==> src/rtl/mem_access_stage.sv <==
// Memory-access stage: drives the data-memory req/ready handshake, aligns store lanes, extracts
// load data and registers MEM/WB. Define MEM_MISALIGN_CHECK_EN to trap misaligned accesses.
module mem_access_stage #(
  parameter int unsigned WIDTH   = 32,
  parameter int unsigned TIMEOUT = 15
) (
  input  logic             clk,
  input  logic             rst_n,
  // EX/MEM register
  input  logic             RegWriteM,
  input  logic [1:0]       ResultSrcM,
  input  logic             MemWriteM,
  input  logic [2:0]       Funct3M,
  input  logic [WIDTH-1:0] ALUResultM,
  input  logic [WIDTH-1:0] WriteDataM,
  input  logic [4:0]       RdM,
  input  logic [WIDTH-1:0] PCPlus4M,
  output logic             StallM,
  // data memory
  output logic             DMemReq,
  output logic             DMemWe,
  output logic [WIDTH-1:0] DMemAddr,
  output logic [3:0]       DMemBe,
  output logic [WIDTH-1:0] DMemWData,
  input  logic [WIDTH-1:0] DMemRData,
  input  logic             DMemReady,
  // MEM/WB register
  output logic             RegWriteW,
  output logic [1:0]       ResultSrcW,
  output logic [WIDTH-1:0] ALUResultW,
  output logic [WIDTH-1:0] ReadDataW,
  output logic [4:0]       RdW,
  output logic [WIDTH-1:0] PCPlus4W,
  output logic             BusErrW,
  output logic             MisalignW
);

  localparam logic [7:0] TimeoutCnt = 8'(TIMEOUT);

  typedef enum logic [0:0] {StIdle, StWait} state_e;

  state_e     state_q, state_d;
  logic [7:0] wait_cnt_q, wait_cnt_d;

  logic       is_load, mem_op, misalign, access;
  logic       timeout_hit, abort, stall;
  logic [1:0] lane, size;

  assign lane    = ALUResultM[1:0];
  // Funct3[1:0]: 00 byte, 01 half, otherwise word; Funct3[2] selects zero-extension.
  assign size    = Funct3M[1:0];
  assign is_load = (ResultSrcM == 2'b01);
  assign mem_op  = MemWriteM | is_load;

`ifdef MEM_MISALIGN_CHECK_EN
  always_comb begin
    misalign = 1'b0;
    if (mem_op) begin
      case (size)
        2'b00:   misalign = 1'b0;
        2'b01:   misalign = lane[0];
        default: misalign = |lane;
      endcase
    end
  end
`else
  assign misalign = 1'b0;
`endif

  assign access      = mem_op & ~misalign;
  assign timeout_hit = (state_q == StWait) && (wait_cnt_q == TimeoutCnt);
  // A ready arriving on the timeout cycle still completes the access.
  assign abort       = access & timeout_hit & ~DMemReady;
  assign stall       = access & ~DMemReady & ~abort;

  // FSM state register
  always_ff @(posedge clk) begin
    if (!rst_n) begin
      state_q    <= StIdle;
      wait_cnt_q <= '0;
    end else begin
      state_q    <= state_d;
      wait_cnt_q <= wait_cnt_d;
    end
  end

  // FSM next state
  always_comb begin
    state_d    = state_q;
    wait_cnt_d = wait_cnt_q;
    unique case (state_q)
      StIdle: begin
        if (access && !DMemReady) begin
          state_d    = StWait;
          wait_cnt_d = 8'd1;
        end
      end
      StWait: begin
        if (!access || DMemReady || timeout_hit) begin
          state_d    = StIdle;
          wait_cnt_d = '0;
        end else begin
          wait_cnt_d = wait_cnt_q + 8'd1;
        end
      end
    endcase
  end

  // FSM / bus outputs; request and stall are forced low while reset is asserted
  always_comb begin
    DMemReq   = rst_n & access;
    StallM    = rst_n & stall;
    DMemWe    = MemWriteM;
    DMemAddr  = {ALUResultM[WIDTH-1:2], 2'b00};
    DMemBe    = 4'b1111;
    DMemWData = WriteDataM;
    case (size)
      2'b00: begin
        DMemBe    = 4'b0001 << lane;
        DMemWData = {(WIDTH/8){WriteDataM[7:0]}};
      end
      2'b01: begin
        DMemBe    = lane[1] ? 4'b1100 : 4'b0011;
        DMemWData = {(WIDTH/16){WriteDataM[15:0]}};
      end
      default: ;
    endcase
  end

  // Load lane extraction and extension
  logic [7:0]       ld_byte;
  logic [15:0]      ld_half;
  logic [WIDTH-1:0] rdata_ext;

  always_comb begin
    unique case (lane)
      2'd0: ld_byte = DMemRData[7:0];
      2'd1: ld_byte = DMemRData[15:8];
      2'd2: ld_byte = DMemRData[23:16];
      2'd3: ld_byte = DMemRData[31:24];
    endcase
    ld_half   = lane[1] ? DMemRData[31:16] : DMemRData[15:0];
    rdata_ext = DMemRData;
    case (size)
      2'b00:   rdata_ext = {{(WIDTH-8){~Funct3M[2] & ld_byte[7]}}, ld_byte};
      2'b01:   rdata_ext = {{(WIDTH-16){~Funct3M[2] & ld_half[15]}}, ld_half};
      default: ;
    endcase
  end

  // MEM/WB register: bubbles clear the write controls and hold the datapath fields
  always_ff @(posedge clk) begin
    if (!rst_n) begin
      RegWriteW  <= 1'b0;
      ResultSrcW <= 2'b00;
      ALUResultW <= '0;
      ReadDataW  <= '0;
      RdW        <= '0;
      PCPlus4W   <= '0;
      BusErrW    <= 1'b0;
      MisalignW  <= 1'b0;
    end else if (stall || abort || misalign) begin
      RegWriteW  <= 1'b0;
      ResultSrcW <= 2'b00;
      BusErrW    <= abort;
      MisalignW  <= misalign;
    end else begin
      RegWriteW  <= RegWriteM;
      ResultSrcW <= ResultSrcM;
      ALUResultW <= ALUResultM;
      ReadDataW  <= rdata_ext;
      RdW        <= RdM;
      PCPlus4W   <= PCPlus4M;
      BusErrW    <= 1'b0;
      MisalignW  <= 1'b0;
    end
  end

endmodule

==> config.mk <==
export PLATFORM = sky130hd
export DESIGN_NAME = mem_access_stage
export DESIGN_NICKNAME = d
export VERILOG_FILES = /design/src/rtl/mem_access_stage.sv
export SDC_FILE = /design/constraint.sdc
export NUM_CORES = 1
export LEC_CHECK = 0
export CAP_MARGIN = 10
export CORE_AREA = 2 2 125 127
export CTS_BUF_LIST = sky130_fd_sc_hd__clkbuf_16
export DETAILED_ROUTE_END_ITERATION = 8
export DIE_AREA = 0 0 127 129
export DONT_BUFFER_PORTS = 1
export GPL_TIMING_DRIVEN = 0
export PLACE_DENSITY = 0.53
export SETUP_SLACK_MARGIN = 0.4
export SLEW_MARGIN = 20
export SYNTH_ARGS = -nofsm -noshare
export SYNTH_HDL_FRONTEND = slang
export SYNTH_SLANG_ARGS = --single-unit
==> constraint.sdc <==
create_clock -name clk -period 4.2 [get_ports clk]
set_clock_uncertainty 0.1 [all_clocks]
set_input_delay 0.63 -clock clk [delete_from_list [all_inputs] [get_ports clk]]
set_output_delay 0.63 -clock clk [all_outputs]
set_load 0.01 [all_outputs]
==> run summary <==
- grt met2 use: 0.369
- crit-path max cell delay: 0.58 ns
- Post CTS Setup Buffer Count: 0
- worst rel slew slack: 0.567
- Final nets: 827
- vias in the first global route: 4766
- critical path, cell by cell: nor2b_1 -> o21bai_2 -> buf_2 -> buf_1 -> a211oi_1
- vias after detailed routing: 4893
- TritonCTS clock tree: done
- cell with the most instances after synthesis: nand2_1
- mean instance size in the synthesized netlist: 8.01 um^2
- largest net degree at the start of global routing: 17
- Die X-Extent: 127 um
- fraction of layout cells with a size suffix above 1: 0.177
- GRT busiest layer: met2
- Worst Setup End Kind: output port
- internal power: 2.17 mW
- area share of and/or/nand/nor cells after synthesis: 0.172
- # diodes: 0
- fraction of power spent switching nets: 0.284
- clock insertion delay at the later pin of the skew report: 0.41 ns
- antenna violation net count after detailed routing: 0
- number of search-and-repair iterations in the first detailed-routing pass: 6
- overall track demand over capacity in global routing: 0.212
- share of the synthesized area in the top cell type: 0.430
- slowest library cell on the worst path: a211oi_1
- slack of the worst reg-to-reg path: 2.29 ns
- async set or reset register ratio after synthesis: 0
- relative area change from synthesis to final layout: 15.9%
- number of warnings reported in the yosys synthesis log: 0
- number of DRC violations after detailed-routing iteration 0: 368
- clock buffer depth: 2
- Core Area: 0.0150 mm^2
- starting density of the core: 0.354
- cells taking the most area after synthesis: dfxtp_1 (43%), nand2_1 (11%), a21oi_1 (11%)
- Boundary Pins: 320
- site row count: 45
- global-route wire length before repair: 26.7 mm
- met1 track utilization from global routing: 0.239
- fraction of the mapped netlist area in compound gates: 0.227
- depth of the CTS H-tree: 4
- RSZ-0062 raised after global routing: no
- PwrDens: 494 mW/mm^2
- accumulated negative setup slack: 0 ns
- summed instance area of the synthesized netlist: 0.00530 mm^2
- Arrival @ worst endpoint: 2.13 ns
- clock period minus worst slack: 2.86 ns
- count of flip-flops with a built-in enable after synthesis: 0
- dominant register cell in the synthesized netlist: dfxtp_1
- worst-case hold slack: 0.250 ns
- mux contribution to synthesized area: 0.0574
- clock sinks: 114
- post-synth top area cell: dfxtp_1
- detail-routed net length per standard cell: 20.6 um
- total wirelength of the detailed-routed design: 18.2 mm
- switching power total: 861 uW
- number of standard cells after synthesis: 662
- post-DR vias/cell: 5.54
- Tightest Hold Check Type: primary input to register
- FMAX: 350 MHz
- post-synthesis adder-cell area fraction: 0.00236
- IR Drop Worst-Case VDD: 0.000268 V
- number of max-capacitance violations reported: 0
- CP Data Required Time: 3.47 ns
- post-layout util: 0.410
- highest fanout seen on the critical path: 10
- static leakage: 2.48 nW
- post-synthesis share of cell area spent on xor and xnor gates: 0.00165
- input/output buffers: 0
- GRT overflow: 0
- die area: 0.0164 mm^2
- outcome: finished clean
- number of flip-flops and latches in the synthesized netlist: 114
- number of hold-slack violations in the final timing report: 0
- startpoint kind of the worst setup timing path: primary input
- WS Path Type: primary input to output port
- count of hold buffers inserted by post-cts repair: 0
- post-synth cell types: 49
- number of CTS-inserted buffers: 17
- drt drc: 0
- number of pins exceeding their max-slew limit in the final report: 0
- Filler cells: 1550
- sequential element share of the synthesized area: 0.430
- post-CTS resize count: 0
- period utilisation layout: 0.681
- Clk Tree Root Cell: clkbuf_16
- die extent in y: 129 um
- met3 Track Usage GR: 0.0753
- top cells by count, synth: nand2_1 (158), dfxtp_1 (114), a21oi_1 (112)
- final HPWL from detailed placement: 14.1 mm
- Routability Congestion: 0.843
- register share of total power: 0.410
- setup violation total in the final timing report: 0
- relative contribution of the clock network to total power: 0.482
- total power: 3.03 mW
- main combinational cell family by area after synthesis: compound AO/OA/AOI/OAI gates
- slew of the pin with the lowest slew margin: 0.650 ns
- number of antenna violations at the first check in global routing: 0
- combinational power share: 0.109
- clock-pin slew on the worst setup and hold paths: 0.06 ns
## per-stage QoR
stage,area [um^2],worst slack (ns),std cells
6_report,6140,1.34,884
5_1_grt,6140,1.20,884
4_1_cts,6140,1.32,884
3_5_place_dp,5540,1.33,852
3_3_place_gp,5540,1.33,852
2_1_floorplan,5310,1.76,664
## layer usage
layer / part of all wire / wire (um)
met5: 0 / 0
met4: 0.022 / 396
met3: 0.10 / 1860
met2: 0.50 / 9070
met1: 0.38 / 6850
## final timing paths
kind | start | to | depth (start not counted)
worst max-delay path | ResultSrcM[0] | StallM | 5
worst min-delay path | PCPlus4M[16] | PCPlus4W[16]$_SDFFE_PN0N_ | 2
worst max register to register | wait_cnt_q[0]$_SDFFE_PN0P_ | wait_cnt_q[4]$_SDFFE_PN0P_ | 6
worst min register to register | wait_cnt_q[1]$_SDFFE_PN0P_ | wait_cnt_q[1]$_SDFFE_PN0P_ | 2
## cell usage in the layout, fill, tap and decap left out, drive strengths merged, types with 4 or more instances in the layout
master and n:
o21ai 42, a2111oi 11, nor2b 6, buf 65, mux2i 9, nor2 15
clkinv 8, a22oi 7, a21oi 113, clkbuf 47, dfxtp 114, inv 9
nand2 158, nor3 13, or3 7, a21o 4, a22o 8, nand3 4
mux2 19, a31o 4
## kinds of logic (layout without fill, tap and decap cells)
kind of cell,count (synthesis),after routing
adders and majority gates,1,1
xor gates and xnor gates,1,1
buffers and inverters,99,131
AOI/OAI and AO/OA,201,201
and+or+nand+nor,217,217
other,1,3
muxes,28,28
DFF,114,114
## cell type report
class                      count  area [um^2]  share of cell area
buffer                        95          563              0.0917
clock buffer                  17          425              0.0693
clock inverter                15          173              0.0281
inverter                       4         15.0             0.00244
multi-input combinational    451         2450               0.399
sequential                   114         2280               0.372
tap                          188          235              0.0383
## worst max-delay path, delay by kind of cell
kind,cells,cell delay [ns]
simple gates,1,0.23
compound gates,2,0.76
buf+inv,2,0.51
## power groups by stage
stage / Combinational (mW) / Sequential (mW) / Clock (mW)
floorplan: 0.260 / 1.24 / 0
global placement: 0.321 / 1.27 / 0
detailed placement: 0.328 / 1.27 / 0
CTS: 0.329 / 1.24 / 1.49
global route: 0.365 / 1.25 / 1.54
finish: 0.329 / 1.24 / 1.46
## registers in the layout (all words and copies together) (netlist names)
name / cells
ALUResultW: 32
BusErrW: 1
PCPlus4W: 32
RdW: 5
ReadDataW: 32
RegWriteW: 1
ResultSrcW: 2
state_q: 1
wait_cnt_q: 8
(Power assumes the default switching activity.)
